===== config.mk =====
export PLATFORM = sky130hd
export DESIGN_NAME = fsic_cfg_hub
export DESIGN_NICKNAME = d
export VERILOG_FILES = /design/src/rtl/fsic_cfg_hub.sv
export SDC_FILE = /design/constraint.sdc
export NUM_CORES = 2
export LEC_CHECK = 0
export CORE_UTILIZATION = 32
export CTS_CLUSTER_DIAMETER = 30
export DETAILED_ROUTE_END_ITERATION = 8
export RECOVER_POWER = 100
export SYNTH_ARGS = -nofsm -noshare
export SYNTH_HDL_FRONTEND = slang
export SYNTH_SLANG_ARGS = --single-unit

===== constraint.sdc =====
create_clock -name sys_clock -period 3.5 [get_ports sys_clock]
set_input_delay 0.7 -clock sys_clock [delete_from_list [all_inputs] [get_ports sys_clock]]
set_output_delay 0.7 -clock sys_clock [all_outputs]
set_load 0.05 [all_outputs]

===== src/rtl/fsic_cfg_hub.sv =====
// AXI4-Lite configuration hub for the FSIC FPGA platform: decodes 4 KB windows into
// SoC-side and FPGA-local config regions, models Caravel boot status on mprj_o.
module fsic_cfg_hub #(
  parameter logic [31:0] BASE_ADDR   = 32'h6000_0000,
  parameter int unsigned BOOT_CYCLES = 1000,
  parameter int unsigned SOC_LATENCY = 16
) (
  input  logic        sys_clock,
  input  logic        sys_reset,
  input  logic        resetb_0,
  input  logic [31:0] s_axi_awaddr,
  input  logic        s_axi_awvalid,
  output logic        s_axi_awready,
  input  logic [31:0] s_axi_wdata,
  input  logic [3:0]  s_axi_wstrb,
  input  logic        s_axi_wvalid,
  output logic        s_axi_wready,
  output logic [1:0]  s_axi_bresp,
  output logic        s_axi_bvalid,
  input  logic        s_axi_bready,
  input  logic [31:0] s_axi_araddr,
  input  logic        s_axi_arvalid,
  output logic        s_axi_arready,
  output logic [31:0] s_axi_rdata,
  output logic [1:0]  s_axi_rresp,
  output logic        s_axi_rvalid,
  input  logic        s_axi_rready,
  output logic [1:0]  mprj_o
);

  typedef enum logic [2:0] {
    ST_IDLE, ST_W_ACC, ST_R_ACC, ST_WAIT, ST_B_RESP, ST_R_RESP
  } state_t;

  localparam logic [1:0] RESP_OKAY   = 2'b00;
  localparam logic [1:0] RESP_SLVERR = 2'b10;
  localparam logic [1:0] RESP_DECERR = 2'b11;

  // ---------------- Caravel boot model ----------------
  logic [1:0]  rstb_sync;
  logic [31:0] boot_cnt;
  logic        fw_ready;

  always_ff @(posedge sys_clock or negedge sys_reset) begin
    if (!sys_reset) begin
      rstb_sync <= '0;
      boot_cnt  <= '0;
    end else begin
      rstb_sync <= {rstb_sync[0], resetb_0};
      if (!rstb_sync[1])
        boot_cnt <= '0;
      else if (boot_cnt < 32'(BOOT_CYCLES))
        boot_cnt <= boot_cnt + 32'd1;
    end
  end

  assign fw_ready = rstb_sync[1] && (boot_cnt >= 32'(BOOT_CYCLES));
  assign mprj_o   = {2{fw_ready}};

  // ---------------- Register file ----------------
  logic [4:0]  soc_cc;
  logic [31:0] soc_la;
  logic [31:0] soc_up [16];
  logic [31:0] pl_aa;
  logic [31:0] mbox [8];
  logic [1:0]  pl_is;

  state_t state;

  // Address decode is shared between the write and read paths; only one is ever in flight.
  logic [31:0] dec_addr;
  logic [3:0]  region;
  logic [11:0] off;
  logic        dec_err, soc_region, gate_block, off_zero, up_hit, mbox_hit;
  logic        delayed;
  logic [1:0]  resp_code;
  logic [31:0] rd_val, wr_new;
  logic        wr_ok;
  logic        unused_addr_bits;

  assign dec_addr         = (state == ST_W_ACC) ? s_axi_awaddr : s_axi_araddr;
  assign region           = dec_addr[15:12];
  assign off              = dec_addr[11:0];
  assign unused_addr_bits = ^dec_addr[1:0];
  assign dec_err    = (dec_addr[31:16] != BASE_ADDR[31:16]) || (region > 4'h8);
  assign soc_region = (region == 4'h0) || (region == 4'h1) || (region == 4'h3) ||
                      (region == 4'h4) || (region == 4'h5);
  assign gate_block = !dec_err && soc_region && !(fw_ready && pl_is == 2'b11);
  assign off_zero   = (off[11:2] == 10'd0);
  assign up_hit     = (off[11:6] == 6'd0);
  assign mbox_hit   = (off[11:8] == 4'h1) && (off[7:5] == 3'd0);
  assign delayed    = !dec_err && !gate_block && soc_region && (SOC_LATENCY != 0);
  assign resp_code  = dec_err ? RESP_DECERR : (gate_block ? RESP_SLVERR : RESP_OKAY);
  assign wr_ok      = (state == ST_W_ACC) && !dec_err && !gate_block;

  always_comb begin
    rd_val = '0;
    unique case (region)
      4'h0: if (up_hit) rd_val = soc_up[off[5:2]];
      4'h1: if (off_zero) rd_val = soc_la;
      4'h2: begin
        if (off_zero)      rd_val = pl_aa;
        else if (mbox_hit) rd_val = mbox[off[4:2]];
      end
      4'h3: if (off_zero) rd_val = 32'h1;
      4'h4: if (off_zero) rd_val = 32'hF;
      4'h5: if (off_zero) rd_val = {27'd0, soc_cc};
      4'h6: if (off_zero) rd_val = 32'h6;
      4'h7: if (off_zero) rd_val = {30'd0, pl_is};
      4'h8: if (off_zero) rd_val = 32'h4;
      default: rd_val = '0;
    endcase
  end

  // Current register value merged with the strobed write bytes.
  always_comb begin
    wr_new = rd_val;
    for (int unsigned i = 0; i < 4; i++)
      if (s_axi_wstrb[i]) wr_new[8*i +: 8] = s_axi_wdata[8*i +: 8];
  end

  always_ff @(posedge sys_clock or negedge sys_reset) begin
    if (!sys_reset) begin
      soc_cc <= 5'h1F;
      soc_la <= '0;
      pl_aa  <= '0;
      pl_is  <= '0;
      for (int unsigned i = 0; i < 16; i++) soc_up[i] <= '0;
      for (int unsigned i = 0; i < 8; i++)  mbox[i]   <= '0;
    end else if (wr_ok) begin
      unique case (region)
        4'h0: if (up_hit) soc_up[off[5:2]] <= wr_new;
        4'h1: if (off_zero) soc_la <= wr_new;
        4'h2: begin
          if (off_zero)      pl_aa <= wr_new;
          else if (mbox_hit) mbox[off[4:2]] <= wr_new;
        end
        4'h5: if (off_zero) soc_cc <= wr_new[4:0];
        4'h7: if (off_zero) pl_is <= wr_new[1:0];
        default: ;
      endcase
    end
  end

  // ---------------- Transaction FSM ----------------
  logic [31:0] lat_cnt;
  logic        pend_write;

  always_ff @(posedge sys_clock or negedge sys_reset) begin
    if (!sys_reset) begin
      state         <= ST_IDLE;
      s_axi_awready <= 1'b0;
      s_axi_wready  <= 1'b0;
      s_axi_arready <= 1'b0;
      s_axi_bvalid  <= 1'b0;
      s_axi_bresp   <= RESP_OKAY;
      s_axi_rvalid  <= 1'b0;
      s_axi_rresp   <= RESP_OKAY;
      s_axi_rdata   <= '0;
      lat_cnt       <= '0;
      pend_write    <= 1'b0;
    end else begin
      unique case (state)
        ST_IDLE: begin
          // Ready is raised one cycle ahead; the handshake completes in the *_ACC state.
          if (s_axi_awvalid && s_axi_wvalid) begin
            s_axi_awready <= 1'b1;
            s_axi_wready  <= 1'b1;
            state         <= ST_W_ACC;
          end else if (s_axi_arvalid) begin
            s_axi_arready <= 1'b1;
            state         <= ST_R_ACC;
          end
        end
        ST_W_ACC: begin
          s_axi_awready <= 1'b0;
          s_axi_wready  <= 1'b0;
          s_axi_bresp   <= resp_code;
          pend_write    <= 1'b1;
          if (delayed) begin
            lat_cnt <= 32'(SOC_LATENCY);
            state   <= ST_WAIT;
          end else begin
            s_axi_bvalid <= 1'b1;
            state        <= ST_B_RESP;
          end
        end
        ST_R_ACC: begin
          s_axi_arready <= 1'b0;
          s_axi_rresp   <= resp_code;
          s_axi_rdata   <= (resp_code == RESP_OKAY) ? rd_val : '0;
          pend_write    <= 1'b0;
          if (delayed) begin
            lat_cnt <= 32'(SOC_LATENCY);
            state   <= ST_WAIT;
          end else begin
            s_axi_rvalid <= 1'b1;
            state        <= ST_R_RESP;
          end
        end
        ST_WAIT: begin
          if (lat_cnt == 32'd1) begin
            if (pend_write) begin
              s_axi_bvalid <= 1'b1;
              state        <= ST_B_RESP;
            end else begin
              s_axi_rvalid <= 1'b1;
              state        <= ST_R_RESP;
            end
          end else begin
            lat_cnt <= lat_cnt - 32'd1;
          end
        end
        ST_B_RESP: begin
          if (s_axi_bready) begin
            s_axi_bvalid <= 1'b0;
            state        <= ST_IDLE;
          end
        end
        ST_R_RESP: begin
          if (s_axi_rready) begin
            s_axi_rvalid <= 1'b0;
            state        <= ST_IDLE;
          end
        end
        default: state <= ST_IDLE;
      endcase
    end
  end

endmodule


==> results.yml <==
clocking:
  clock-root-buffer: "clkbuf_16"
  clock_path_buffers: 3
  cts_buffers: 197
  clkTransAtPathRegs_ns: 0.05
  number_of_h_tree_branching_levels: 4
  clk-insertion-delay-late_ns: 0.81
  clock_tree_sinks: 949
  cts_tree: "done"
job:
  max-cap-violations: 1
floorplan:
  die_h_um: 392.3
  design.die.area_um2: 153900
  fp.coreArea_um2: 150500
  core.rowCount: 142
  die_w_um: 392.3
  top_level_ports: 151
  floorplan.initialDensity: 0.3239
synthesis:
  syn-num-nets: 5250
  synth_cell_types: 90
  synth.yosys.seq_area_share: 0.4873
  synth-seq-cells: 949
  ys_warn_count: 0
  synthesis.instances: 5138
  async_reset_ff_frac: 1.000
  syn_area_per_cell_um2: 9.487
  ys.flop_type: "dfrtp_1"
  post_synth_instance_area_um2: 48750
  number_of_synthesized_flops_with_an_enable_pin: 0
worst_setup_path:
  crit_path_max_incr_delay_ns: 0.37
  r2r-start: "state[1]"
  worst_path_arrival_time_ns: 4.17
  critical_path.most_common_cell: "buf_4"
  crit_chain: "buf_4 -> nor3b_4 -> buf_12 -> buf_12 -> mux2i_2 -> buf_4 -> o21a_1 -> nand2_1 -> buf_4 -> nand4_1 -> buf_6 -> mux2i_1 -> nor2_1"
  worstSetupPathType: "flop to flop"
  startpoint_type: "flop"
  cp.required_ns: 4.19
  timing.critical_path.slowest_stage_cell: "dfrtp_1"
  critical_path_peak_fanout: 21
  worst_setup_slack_for_register_to_register_paths_ns: 0.01
  r2r_cells: 13
  crit-reg2reg-capture: "soc_up[480]"
  worstSetupEndpointType: "flop"
route:
  drt_pre_antenna_iters: 6
  antenna_left: 0
  routedWlPerCell_um: 23.91
  drt_wl_total_mm: 185.5
  drt_via_density: 5.681
  drt_iter0_markers: 4654
  route.vias.total: 44070
  number_of_drc_violations_after_detailed_routing: 0
sta:
  finalCriticalPeriod_ns: 3.487
  setup_violations: 0
  timing.slew.headroom: -0.09655
  fmax_mhz: 286.8
  finalHoldViolCount: 0
  final_setup_skew_ns: 0.03374
  setup-tns-final_ns: 0
  worstMarginPinSlew_ns: 1.645
  report.final.slew_viol_count: 45
  post-route-period-util: 0.9964
  layout_setup_ws_ns: 0.01268
final_layout:
  seqCellArea_um2: 23750
  n_fill_cell: 14350
  layout-area-overhead-vs-synth_pct: 31.67
  mostFrequentLayoutCells: "nand2_1 (1146), dfrtp_1 (944), o31ai_1 (695)"
  most_common_library_cell_in_the_layout_ignoring_fill_and_taps: "nand2_1"
  layout.nets: 5686
  area_of_combinational_cells_with_multiple_inputs_um2: 22410
  fraction_of_final_layout_cells_sized_beyond_drive_strength_1: 0.2107
power_and_ir_drop:
  seq_power_share: 0.293
  intPower_mw: 27.53
  max-vdd-ir-drop_uv: 396.4
  power.switching_mw: 11.99
  power.clock.fraction: 0.499
  power-per-cell-area_nw_per_um2: 615.7
  comb_power_share: 0.207
  p_total_mw: 39.52
  cellLeakagePower_nw: 27.61
  switching_share: 0.3034
placement:
  dp_hpwl_mm: 121.4
  io_buffers: 146
  preCtsSetupSlack_ns: -0.5297
  globalplace.congestion: 0.9456
min_path:
  holdCritPathClass: "flop to flop"
  whs_path_depth: 0
  hold_path_end: "rstb_sync[1]"
  hold_start: "rstb_sync[0]"
grt:
  grt_first_pass_wirelength_mm: 276.7
  global_route.overflow_total: 0
  grt_antenna_before_repair: 4
  globalRouteTotalUtil: 0.2383
  largest_net_degree_at_the_start_of_global_routing: 134
  number_of_global_route_vias_before_repair: 42430
run_status:
  failing_checks: "max-capacitance violations, max-slew violations"
  status: "complete, but fails checks"
[registers in the layout (all words and copies together) (netlist names)]
name,flops
s_axi_rdata,32
soc_cc,5
s_axi_rvalid,1
boot_cnt,32
lat_cnt,32
pl_aa,32
s_axi_bvalid,1
pl_is,2
s_axi_arready,1
rstb_sync,2
pend_write,1
soc_up,512
s_axi_rresp,2
mbox,256
s_axi_bresp,2
state,3
soc_la,32
s_axi_wready,1
[worst max path at each step]
stage / startpoint / to / slack [ns] / depth (start not counted)
after detailed placement: s_axi_awaddr[4] / soc_up[475] / -0.53 / 10
after CTS: boot_cnt[13] / mprj_o[0] / 0.007 / 5
final: state[1] / soc_up[480] / 0.01 / 13
after global routing: state[1] / soc_up[179] / -0.06 / 11
after global placement: s_axi_awaddr[17] / lat_cnt[7] / -0.42 / 10
after floorplan: s_axi_araddr[2] / soc_up[125] / 0.21 / 11
[critical path: cells and delay by family, from the launching register on]
kind / cells / cell delay, ns
compound gates: 1 / 0.34
buf+inv: 6 / 1.27
mux: 2 / 0.56
flops: 1 / 0.37
simple gates: 4 / 0.77
[logic make-up (layout without fill, tap and decap cells)]
kind of cell / after synthesis / after routing / synth area share
simple gates: 1745 / 1745 / 0.1628
flops: 949 / 949 / 0.4873
mux: 263 / 263 / 0.05506
other cells: 0 / 3 / 0
fa+ha+maj: 4 / 4 / 0.001027
buf+inv: 691 / 1291 / 0.06229
xor+xnor: 10 / 10 / 0.001797
compound gates: 1476 / 1476 / 0.2297
[per-stage QoR]
step	cells	instance area (um2)	hold WS, ns	utilization
after floorplan	5138	48750	0.3312	-
after CTS	7754	64130	0.3267	0.4262
after global placement	7381	57010	0.3440	0.3789
after global routing	7754	64180	0.3768	0.4265
after detailed placement	7381	57010	0.3464	0.3789
final	7757	64190	0.3621	0.4265
[metal layers]
metal | GRT usage | share of wire | vias to the layer above
li1 | - | - | 19650
met1 | 0.3262 | 0.43 | 21900
met2 | 0.3552 | 0.44 | 2079
met3 | 0.05769 | 0.092 | 442
met4 | 0.1048 | 0.041 | 4
met5 | 0 | 0.00018 | -
[what timing repair did]
| action | CTS | global route |
|---|---|---|
| setup endpoints to repair | 213 | 585 |
| cloned | 0 | 0 |
| pin swaps | 3 | 5 |
| hold buffers | 1 | 0 |
| setup buffers | 9 | 0 |
| endpoints found under the hold margin | 33 | 0 |
| resized for setup | 10 | 38 |
[cells in the mapped netlist, types with 16 or more instances]
master     count  area (um2)
o21ai_0      127       635.6
nor4_1        33       206.5
buf_2        150       750.7
a22oi_1       24       180.2
and2_1        23       143.9
nand2b_1      20       125.1
inv_1        130       488.0
nand3_1      130       650.6
dfrtp_1      944       23620
clkbuf_1     325        1220
a21o_1        16       120.1
o21ai_1       24       120.1
a32oi_1       20       175.2
buf_6         26       292.8
a211oi_1     223        1674
a311oi_1      19       166.4
a2111oi_0     22       192.7
o31ai_1      698        5240
a31oi_1       19       118.9
buf_1         42       157.7
buf_4         16       120.1
nor2_1       104       390.4
mux2i_1      244        2442
or4_1         24       180.2
nor2b_1       48       300.3
nand4_1       27       168.9
or3_1         21       131.4
nand2_1     1161        4358
a21oi_1       69       345.3
nor3_1        57       285.3
o31ai_2       69       863.3
[final cells by class]
type | instances | area share
Antenna cell | 3 | 0.0001170
Inverter | 132 | 0.007719
Clock inverter | 109 | 0.02423
Sequential cell | 949 | 0.3701
Multi-Input combinational cell | 3498 | 0.3491
Timing Repair Buffer | 796 | 0.1242
Clock buffer | 254 | 0.08520
Tap cell | 2016 | 0.03930
[power groups by stage]
stage / logic, mW / registers [mW] / clock network, mW
2_1_floorplan: 3.67 / 12.1 / 0
3_3_place_gp: 7.89 / 11.7 / 0
3_5_place_dp: 7.91 / 11.8 / 0
4_1_cts: 8.01 / 11.6 / 19.9
5_1_grt: 8.61 / 11.6 / 20.5
6_report: 8.20 / 11.6 / 19.7
Power figures use the tool's default switching activity.
